==> src/rtl/baud_tick_gen.sv <==
// Baud-rate oversample tick generator: divides clk down to a 16x-oversample
// strobe and derives mid-bit and bit-boundary ticks from a 4-bit oversample index.
module baud_tick_gen (
   input  logic        clk,
   input  logic        reset,
   input  logic        enable,
   input  logic [15:0] max_value,
   input  logic        resync,
   output logic        sample_enable,
   output logic        mid_tick,
   output logic        bit_tick,
   output logic [3:0]  sample_cnt,
   output logic        busy
);

   localparam logic [0:0] IDLE = 1'b0;
   localparam logic [0:0] RUN  = 1'b1;

   logic [0:0]  state_q, state_d;
   logic [15:0] div_cnt_q, div_cnt_d;
   logic [3:0]  sample_cnt_q, sample_cnt_d;
   logic [15:0] max_q;

   logic [15:0] eff_max;
   logic        run;
   logic        rate_change;
   logic        period_end;

   assign run         = (state_q == RUN);
   assign eff_max     = (max_q == 16'd0) ? 16'd1 : max_q;
   assign rate_change = (max_q != max_value);
   assign period_end  = (div_cnt_q == eff_max - 16'd1);

   // A strobe is only emitted when the count actually advances, so resync,
   // a rate change or a falling enable can never produce an orphan pulse.
   assign sample_enable = run && enable && !resync && !rate_change && period_end;
   assign mid_tick      = sample_enable && (sample_cnt_q == 4'd7);
   assign bit_tick      = sample_enable && (sample_cnt_q == 4'd15);
   assign sample_cnt    = sample_cnt_q;
   assign busy          = run;

   always_comb begin
      // NOTE: every variable gets a default first so no path leaves it unassigned and infers a latch.
      state_d      = state_q;
      div_cnt_d    = div_cnt_q;
      sample_cnt_d = sample_cnt_q;
      case (state_q)
         IDLE: begin
            div_cnt_d    = 16'd0;
            sample_cnt_d = 4'd0;
            if (enable) begin
               state_d = RUN;
            end
         end
         RUN: begin
            if (!enable) begin
               state_d      = IDLE;
               div_cnt_d    = 16'd0;
               sample_cnt_d = 4'd0;
            end else if (resync || rate_change) begin
               div_cnt_d    = 16'd0;
               sample_cnt_d = 4'd0;
            end else if (sample_enable) begin
               div_cnt_d    = 16'd0;
               sample_cnt_d = sample_cnt_q + 4'd1;
            end else begin
               div_cnt_d = div_cnt_q + 16'd1;
            end
         end
         default: begin
            state_d      = IDLE;
            div_cnt_d    = 16'd0;
            sample_cnt_d = 4'd0;
         end
      endcase
   end

   always_ff @(posedge clk or negedge reset) begin
      if (!reset) begin
         state_q      <= IDLE;
         div_cnt_q    <= 16'd0;
         sample_cnt_q <= 4'd0;
         max_q        <= 16'd0;
      end else begin
         // NOTE: non-blocking assignments so every register samples pre-edge values.
         state_q      <= state_d;
         div_cnt_q    <= div_cnt_d;
         sample_cnt_q <= sample_cnt_d;
         max_q        <= max_value;
      end
   end

endmodule

==> config.mk <==
export PLATFORM = sky130hd
export DESIGN_NAME = baud_tick_gen
export DESIGN_NICKNAME = d
export VERILOG_FILES = /design/src/rtl/baud_tick_gen.sv
export SDC_FILE = /design/constraint.sdc
export NUM_CORES = 1
export LEC_CHECK = 0
export CAP_MARGIN = 15
export CORE_MARGIN = 10
export CORE_UTILIZATION = 67
export DETAILED_ROUTE_END_ITERATION = 8
export DONT_BUFFER_PORTS = 1
export GPL_TIMING_DRIVEN = 0
export HOLD_SLACK_MARGIN = 0.15
export PLACE_DENSITY = 0.8
export SLEW_MARGIN = 25
export SYNTH_ARGS = -nofsm -noshare
export SYNTH_HDL_FRONTEND = slang
export SYNTH_SLANG_ARGS = --single-unit
==> constraint.sdc <==
create_clock -name clk -period 6.7 [get_ports clk]
set_input_delay 1.34 -clock clk [delete_from_list [all_inputs] [get_ports clk]]
set_output_delay 1.34 -clock clk [all_outputs]
set_load 0.1 [all_outputs]
==> results by group <==
Status
  • Run status: finished, final reports clean

Synthesis
  • Number of nets produced by synthesis: between 200 and 250
  • Synthesized-area fraction occupied by adder cells: 1.76%
  • Gate Count Post-Synth: between 200 and 250
  • Simple-gate share of the synthesized area: 21.9%
  • Average footprint of a synthesized cell: between 9 and 10 um^2
  • Number of warnings issued by yosys: 0
  • Post-synthesis compound-gate area fraction: 7.84%
  • Synth Register Bits: 37
  • Mux share of post-synthesis cell area: 1.40%
  • Post-Syn Area: ~0.0021 mm^2
  • Seq/Total Area, Yosys: a little over two fifths
  • Number of distinct library cells after synthesis: 45
  • Parity-gate share of the synthesized area counting xor and xnor cells: 20.5%
  • Dominant combinational cell family by area after synthesis: simple AND/OR/NAND/NOR gates

Worst hold path
  • Depth of the worst hold-timing path: 1
  • Path type of the worst min-delay path: reg -> reg

Final layout
  • Layout Cell Area excl Fill: 0.00228 mm^2
  • NumNets Final: 250
  • Most used cells in the layout excluding fill and tap cells: sky130_fd_sc_hd__dfrtp_1 (37), sky130_fd_sc_hd__xnor2_1 (33), sky130_fd_sc_hd__nor2_1 (30)
  • Area of the multi-input gates: approximately 0.0012 mm^2
  • Filler cell count: roughly 230
  • Layout cell share with drive strength beyond 1: 9.69%
  • Antenna cell count: 0
  • Layout Area Growth over Synthesis: 6.79%
  • Most common cell after layout, fill and taps aside: sky130_fd_sc_hd__dfrtp_1
  • Footprint of the flip-flops and latches: 926 um^2

Power and ir drop
  • Switching share of power: 24.3%
  • Internal cell power: a little under 0.0003 W
  • Net Switching: 0.0000944 W
  • Portion of total power attributed to sequential cells: around three fifths
  • IR drop worst, VDD: ~0.11 mV
  • Leakage power of the design: 0.848 nW
  • Clock network fraction of total power: 30.7%
  • Combinational power share: under 10%
  • Power density over the cells: between 150 and 200 mW/mm^2

Worst setup path
  • Top fanout value on the critical path: 9
  • Cell with the biggest individual delay on the critical path: sky130_fd_sc_hd__nor3b_1
  • Critical-path cell list: clkbuf_1 -> or3_1 -> nor2_1 -> a21oi_1 -> ha_1 -> nor3b_1 -> xnor2_1 -> a21oi_1 -> o21ai_0 -> a2111oi_1 -> nand4_2 -> clkinvlp_4 -> and4_2
  • Crit path largest cell delay: 0.66 ns
  • Number of logic stages on the critical path including buffering: 13
  • Critical path arrival: a little under 5 ns
  • Dominant cell type by count on the critical path: sky130_fd_sc_hd__a21oi_1
  • CP Class: reg -> out
  • Critical Path Source Type: register
  • Worst reg-to-reg path cell count: 15
  • Top cell family by delay on the critical path: simple AND/OR/NAND/NOR gates
  • Sort of element at the end of the critical path: output pin
  • Buffer and inverter count on the worst path: 2
  • WP data required: 5.36 ns

Die
  • Core area: 0.00305 mm^2
  • Number of rows in the core area: 20
  • Initial core utilization: 70.0%
  • Die footprint: 0.00585 mm^2
  • DIE HEIGHT: 76.5 um
  • Number of placed I/O pins: 28
  • Horizontal die dimension: 76.5 um

STA
  • RSZ-0062 raised after global routing: false
  • Post-route setup slack: 0.397 ns
  • Slew Limit Fails: 0
  • Final-report hold violation count: 0
  • Transition time of the tightest slew-check pin: 1.02 ns
  • Fmax: 159 MHz
  • Share of the clock period used by the worst path: 94.1%
  • Shortest period the worst path allows: roughly 6.3 ns
  • Sum of negative setup slack: 0 ns
  • Layout Skew: 0.00608 ns
  • Slew margin rel.: 32.1%
  • Setup violations, final: 0

Placed design
  • Half-perimeter wire length after placement: around 3600 um
  • DP Worst Slack: ~0.35 ns
  • Instance area at placement: 0.00222 mm^2
  • RD Place Congestion: 0.943
  • Buffers on Ports: 0

Route
  • Detailed-route vias per instance: 6.04
  • Final ANT Viol Nets: 0
  • WL per Instance: approximately 17 um
  • Post-detailed-routing wire length: ~4700 um
  • Total iterations of the first detailed-routing run: 6
  • Number of remaining DRC errors: 0
  • Iter 0 DRT Violations: a little under 200
  • Vias post-DR: 1637

GRT
  • Initial antenna violation count: 0
  • Number of global-route vias before repair: 1725
  • Largest net degree at the start of global routing: 38
  • GRT Resource Usage Total: 16.6%
  • GR Overflow Total: 0
  • Global-route wire length before repair: 8070 um

CTS
  • Reg clk slew, reported paths: 0.10 ns
  • Quantity of hold-fixing buffers added after cts: 0
  • Clock tree root buffer cell: sky130_fd_sc_hd__clkbuf_4
  • Bufs on Longest Clock Path: 2
  • CTS buffer count: 5
  • H-tree depth: 2
  • Clk sinks: 37
  • Clock latency of the later-clocked register in the worst-skew pair: 0.35 ns
  • CTS tree: done

Flow run
  • MaxCap Viol Count: 0
cell families (layout without fill, tap and decap cells):
group,Yosys count,in the layout
buffers and inverters,15,23
DFF,37,37
and+or+nand+nor,86,86
AOI/OAI and AO/OA,25,25
muxes,3,3
xor gates and xnor gates,50,50
adders and majority gates,3,3
registers in the layout, summed over array words and instances (netlist names):
register	flops
busy	1
div_cnt_q	16
max_q	16
sample_cnt	4
power by group through the flow:
| stage | clock (W) | combinational [W] | sequential [W] |
|---|---|---|---|
| floorplan | 0 | 0.0000271 | 0.000239 |
| global placement | 0 | 0.0000308 | 0.000241 |
| detailed placement | 0 | 0.0000319 | 0.000241 |
| CTS | 0.000122 | 0.0000322 | 0.000237 |
| global route | 0.000133 | 0.0000354 | 0.000238 |
| finish | 0.000119 | 0.0000325 | 0.000237 |
metrics by stage:
stage / util [%] / hold WS [ns] / instances / total power, W
6_report: 74.8 / 0.556 / 271 / 0.000389
5_1_grt: 74.8 / 0.601 / 271 / 0.000406
4_1_cts: 74.7 / 0.561 / 271 / 0.000391
3_5_place_dp: 72.8 / 0.544 / 264 / 0.000273
3_3_place_gp: 72.0 / 0.528 / 263 / 0.000272
2_1_floorplan: - / 0.484 / 219 / 0.000267
final cells by class:
type,instances,share of cell area (%)
Buffer,10,2.25
Tap cell,44,2.41
Clock buffer,7,2.41
Inverter,5,0.986
Sequential cell,37,40.5
Timing Repair Buffer,1,0.658
Multi-Input combinational cell,167,50.7
synth_stat cells, drive strengths merged:
cell	number	share of area, %
xor2	17	7.0
nor3b	1	0.35
nand2	9	1.6
o21a	1	0.35
o21ai	6	1.6
a21oi	6	1.4
o22ai	2	0.59
o311a	1	0.47
o31ai	2	0.70
xnor2	33	14
ha	3	1.8
o31a	1	0.41
nor3	5	1.4
nor4	5	2.0
a31oi	1	0.29
nand3	12	2.8
nor4b	1	0.41
nor2	30	5.3
or4	3	1.2
and4	1	0.41
and3	4	1.2
nand4	6	2.0
or3	3	0.88
clkbuf	6	1.1
mux2i	3	1.4
buf	4	1.3
a211oi	1	0.35
dfrtp	37	43
or3b	1	0.41
or4b	2	0.94
o211a	1	0.47
nand4b	1	0.41
a22oi	1	0.35
inv	5	0.88
a2111oi	2	0.88
nand2b	2	0.59
layer usage:
metal  routed length, um  global-route usage, %  up-vias
met4                  51                   7.25        0
met5                   0                      0        -
li1                    -                      -      775
met3                 427                   5.19        7
met2                2260                   26.8       72
met1                1930                   19.9      783
final timing paths:
kind	start	slack, ns	to
max in group asynchronous	reset	5.95	max_q[10]
min in group asynchronous	reset	0.67	sample_cnt[2]
setup / recovery	max_q[5]	0.40	bit_tick
hold reg to reg	div_cnt_q[0]	0.56	div_cnt_q[0]
hold / removal	div_cnt_q[0]	0.56	div_cnt_q[0]
setup reg to reg	max_q[5]	2.50	div_cnt_q[8]
what timing repair did:
item / in CTS / in global routing
gates resized for setup: 1 / 1
setup buffers: 0 / 0
setup endpoints to repair: 1 / 1
Note: power is estimated with default switching activity, not from simulation.
